--- src/rtl/tdc_burst_avg.sv ---
// tdc_burst_avg: sequences 2^LOG2_N TDC conversions and reports the burst
// mean/min/max behind a valid/ack handshake, aborting on a conversion timeout.
module tdc_burst_avg #(
  parameter int WIDTH     = 8,
  parameter int LOG2_N    = 3,
  parameter int START_LEN = 5,
  parameter int TIMEOUT   = 1023
) (
  input  logic             clk,
  input  logic             rst,
  input  logic             req,
  output logic             tdc_start,
  input  logic             tdc_ready,
  input  logic [WIDTH-1:0] tdc_count,
  output logic [WIDTH-1:0] avg_out,
  output logic [WIDTH-1:0] min_out,
  output logic [WIDTH-1:0] max_out,
  output logic             valid,
  input  logic             ack,
  output logic             busy,
  output logic             timeout_err
);
  localparam int AW = WIDTH + LOG2_N;
  localparam int CW = $clog2((TIMEOUT > START_LEN ? TIMEOUT : START_LEN) + 1);
  typedef enum logic [1:0] {IDLE, START, WAIT, DONE} state_t;
  state_t            state_q, state_d;
  logic [CW-1:0]     cnt_q, cnt_d;
  logic [LOG2_N-1:0] idx_q, idx_d;
  logic [AW-1:0]     acc_q, acc_d, acc_s;
  logic [WIDTH-1:0]  lo_q, lo_d, lo_s, hi_q, hi_d, hi_s;
  logic [WIDTH-1:0]  avg_q, avg_d, min_q, min_d, max_q, max_d;
  logic              ready_q, terr_q, terr_d, rise;
  assign rise  = tdc_ready & ~ready_q;
  assign acc_s = acc_q + AW'(tdc_count);
  // the first sample of a burst seeds both running extremes; ties keep the old value
  assign lo_s  = (idx_q == '0 || tdc_count < lo_q) ? tdc_count : lo_q;
  assign hi_s  = (idx_q == '0 || tdc_count > hi_q) ? tdc_count : hi_q;
  always_comb begin
    state_d = state_q;
    cnt_d   = cnt_q + CW'(1);
    idx_d   = idx_q;
    acc_d   = acc_q;
    lo_d    = lo_q;
    hi_d    = hi_q;
    avg_d   = avg_q;
    min_d   = min_q;
    max_d   = max_q;
    terr_d  = terr_q;
    case (state_q)
      IDLE: if (req) begin
        state_d = START;
        cnt_d   = '0;
        idx_d   = '0;
        acc_d   = '0;
        terr_d  = 1'b0;
      end
      START: if (cnt_q == CW'(START_LEN - 1)) begin
        state_d = WAIT;
        cnt_d   = '0;
      end
      WAIT: if (rise) begin
        acc_d   = acc_s;
        lo_d    = lo_s;
        hi_d    = hi_s;
        idx_d   = idx_q + LOG2_N'(1);
        cnt_d   = '0;
        state_d = &idx_q ? DONE : START;
        avg_d   = &idx_q ? WIDTH'(acc_s >> LOG2_N) : avg_q;
        min_d   = &idx_q ? lo_s : min_q;
        max_d   = &idx_q ? hi_s : max_q;
      end else if (cnt_q == CW'(TIMEOUT)) begin
        state_d = DONE;
        terr_d  = 1'b1;
        avg_d   = '0;
        min_d   = '0;
        max_d   = '0;
      end
      DONE: state_d = ack ? IDLE : DONE;
      default: state_d = IDLE;
    endcase
  end
  always_ff @(posedge clk or negedge rst) begin
    if (!rst) begin
      state_q <= IDLE;
      cnt_q   <= '0;
      idx_q   <= '0;
      acc_q   <= '0;
      lo_q    <= '0;
      hi_q    <= '0;
      avg_q   <= '0;
      min_q   <= '0;
      max_q   <= '0;
      terr_q  <= 1'b0;
      ready_q <= 1'b0;
    end else begin
      state_q <= state_d;
      cnt_q   <= cnt_d;
      idx_q   <= idx_d;
      acc_q   <= acc_d;
      lo_q    <= lo_d;
      hi_q    <= hi_d;
      avg_q   <= avg_d;
      min_q   <= min_d;
      max_q   <= max_d;
      terr_q  <= terr_d;
      ready_q <= tdc_ready;
    end
  end
  assign tdc_start   = state_q == START;
  assign valid       = state_q == DONE;
  assign busy        = state_q != IDLE;
  assign timeout_err = terr_q;
  assign avg_out     = avg_q;
  assign min_out     = min_q;
  assign max_out     = max_q;
endmodule
--- config.mk ---
export PLATFORM = sky130hd
export DESIGN_NAME = tdc_burst_avg
export DESIGN_NICKNAME = d
export VERILOG_FILES = /design/src/rtl/tdc_burst_avg.sv
export SDC_FILE = /design/constraint.sdc
export NUM_CORES = 1
export LEC_CHECK = 0
export CORE_ASPECT_RATIO = 2
export CORE_MARGIN = 3
export CORE_UTILIZATION = 59
export CTS_BUF_LIST = sky130_fd_sc_hd__clkbuf_2 sky130_fd_sc_hd__clkbuf_4 sky130_fd_sc_hd__clkbuf_8
export DETAILED_ROUTE_END_ITERATION = 7
export GPL_TIMING_DRIVEN = 0
export PLACE_DENSITY = 0.86
export SYNTH_ARGS = -nofsm -noshare
export SYNTH_HDL_FRONTEND = slang
export SYNTH_SLANG_ARGS = --single-unit
--- constraint.sdc ---
create_clock -name clk -period 2.9 [get_ports clk]
set_clock_uncertainty 0.15 [all_clocks]
set_input_delay 0.58 -clock clk [delete_from_list [all_inputs] [get_ports clk]]
set_output_delay 0.58 -clock clk [all_outputs]
set_load 0.01 [all_outputs]
==> impl_metrics.env <==
export IMPL_p_per_area_nw_per_um2=757
export IMPL_path_class="in -> reg"
export IMPL_cts_tree="built"
export IMPL_worst_hold_slack_ps=190
export IMPL_cellLeakagePower_nw=2.17
export IMPL_synth_area_sq_um=3790
export IMPL_hold_violations=0
export IMPL_initial_core_util=0.620
export IMPL_ys_flop_type="dfrtp_1"
export IMPL_dp_hpwl_um=6390
export IMPL_power_mw=3.41
export IMPL_setup_violations_final=0
export IMPL_first_iter_violations=173
export IMPL_synth_top_area_frac=0.449
export IMPL_syn_to_final_growth_pct=19.0
export IMPL_slew_violations=0
export IMPL_rows=40
export IMPL_synth_area_leaders="dfrtp_1, ha_1, a22o_1, nor2_1, nand2_1"
export IMPL_route_top_layer_used="met4"
export IMPL_grt_ovfl_total=0
export IMPL_grt_max_degree=69
export IMPL_path_clk_slew_ps=70
export IMPL_fin_util=0.738
export IMPL_synth_edff_count=0
export IMPL_cp_start_kind="input port"
export IMPL_cp_end_kind="flop"
export IMPL_placed_cell_area_sq_um=4290
export IMPL_viasPerCell=5.91
export IMPL_syn_nets=402
export IMPL_cts_buffers=9
export IMPL_cts_buffer_depth=2
export IMPL_drt_met1_wl_um=3290
export IMPL_worst_path_max_fanout=9
export IMPL_fin_nets=453
export IMPL_mostFrequentLayoutCells="dfrtp_1, clkdlybuf4s50_1, nor2_1"
export IMPL_post_route_drc_count=0
export IMPL_cp_required_ps=2980
export IMPL_dieArea_sq_um=7470
export IMPL_ys_types=52
export IMPL_die_w_um=62.6
export IMPL_max_freq_mhz=350
export IMPL_yosysSeqAreaShare=0.449
export IMPL_track_usage=0.256
export IMPL_slew_headroom=0.418
export IMPL_rsz0062_at_grt="no"
export IMPL_hold_buffers=0
export IMPL_tightest_slew_ps=872
export IMPL_cts_setup_buffers=0
export IMPL_fin_area_sq_um=4500
export IMPL_max_cap_violations=0
export IMPL_routed_wl_um=8770
export IMPL_clockRootBuffer="clkbuf_8"
export IMPL_drive_above_1_share=0.116
export IMPL_multiInputGateArea_sq_um=1930
export IMPL_status="finished, final reports clean"
export IMPL_grt_first_pass_wirelength_um=14900
export IMPL_drt_pass1_iterations=4
export IMPL_worstHoldPathType="in -> async"
export IMPL_fin_crit_sh=0.984
export IMPL_cts_sinks=68
export IMPL_synth_top_cell_by_area="dfrtp_1"
export IMPL_cts_max_level=3
export IMPL_die_h_um=119
export IMPL_worstPathArrival_ps=2940
export IMPL_synthCells=360
export IMPL_avgSynthCellArea_sq_um=10.5
export IMPL_met3_length_um=278
export IMPL_coreArea_sq_um=6110
export IMPL_fill_cells=439
export IMPL_ir_worst_vdd_mv=0.629
export IMPL_num_vias=2948
export IMPL_synth_seq_cells=68
export IMPL_ant_nets=0
export IMPL_wire_per_inst_um=17.6
export IMPL_portBuffers=40
export IMPL_clk_latency_ps=350
export IMPL_period_needed_ps=2850
export IMPL_gp_congestion=0.844
export IMPL_yosysWarnings=0
export IMPL_grt_pass1_vias=3147
export IMPL_async_flop_share=1.00
export IMPL_diodes=0
export IMPL_seqCellArea_sq_um=1700
export IMPL_ioPinCount=41
export IMPL_antenna_found_initial=0
export IMPL_route_met2_wl_um=4870
export IMPL_final_common_cell="dfrtp_1"
## routing by layer
layer,up-vias,global-route usage
met5,-,0
met2,77,0.469
met4,0,0.159
met3,30,0.0377
li1,1376,-
met1,1465,0.266
## sequential cells by signal (all words and copies together) (netlist names)
register and flops:
acc_q 11, cnt_q 10, avg_out 8, hi_q 8, lo_q 8, max_out 8, min_out 8, idx_q 3
state_q 2, ready_q 1, timeout_err 1
## worst paths after layout
kind                       depth (start not counted)    endpoint  slack, ps          from
max                                                9     hi_q[4]         50  tdc_count[4]
min                                                1  max_out[4]        190           rst
max reg2reg                                       10     hi_q[4]        440       hi_q[1]
min reg2reg                                        2  min_out[6]        330    min_out[6]
max in group asynchronous                          1    acc_q[3]       1820           rst
min in group clk                                   2  min_out[6]        330    min_out[6]
## synth_stat cells, types with 5 or more instances
cell and number:
xnor2_1 10, o22ai_1 9, a211oi_1 5, a22o_1 15
nand4_1 6, a21o_1 10, nor2_1 31, ha_1 28
nand3_1 6, nand2_1 30, inv_1 27, a21oi_1 13
mux2i_1 11, o21ai_0 17, clkbuf_1 5, mux2_2 8
xor2_1 5, mux2_4 7, dfrtp_1 68, nor2b_1 6
## worst max-delay path: stages
cell,delay (ps)
clkdlybuf4s50_1,610
ha_1,390
nand4_1,90
or3_1,380
o41ai_2,70
buf_6,220
nand2b_4,160
buf_12,130
mux2_4,300
## through the flow
stage / setup slack [ps] / TNS [ps] / instances
2_1_floorplan: 408 / 0 / 360
3_3_place_gp: -1160 / -86480 / 484
3_5_place_dp: -436 / -8950 / 484
4_1_cts: 4.24 / 0 / 499
5_1_grt: 4.84 / 0 / 499
6_report: 45.7 / 0 / 499
## cells by family (layout without fill, tap and decap cells)
| family | after synthesis | count (layout) | share of synthesized area |
|---|---|---|---|
| AOI/OAI and AO/OA | 91 | 91 | 0.170 |
| xor gates and xnor gates | 15 | 15 | 0.0347 |
| adders and majority gates | 29 | 29 | 0.0978 |
| buffers and inverters | 37 | 92 | 0.0446 |
| DFF | 68 | 68 | 0.449 |
| muxes | 26 | 26 | 0.0806 |
| and+or+nand+nor | 94 | 94 | 0.123 |
## final cells by class
type / count / share of cell area
buffer: 10 / 0.0150
clock buffer: 14 / 0.0414
inverter: 27 / 0.0225
timing repair buffer: 40 / 0.0914
clock inverter: 1 / 0.00111
sequential: 68 / 0.378
tap: 84 / 0.0233
multi-input combinational: 255 / 0.428
## power breakdown
part,switching [mW],internal (mW)
sequential,0.165,1.15
combinational,0.730,0.622
clock,0.333,0.408
total,1.23,2.18
## what timing repair did
item                       in CTS  in global routing
cloned                          0                  0
gates resized for setup         1                  8
setup endpoints to repair       1                 21
pin swaps                       0                  0
No activity file was read; power rests on OpenSTA's default activity.
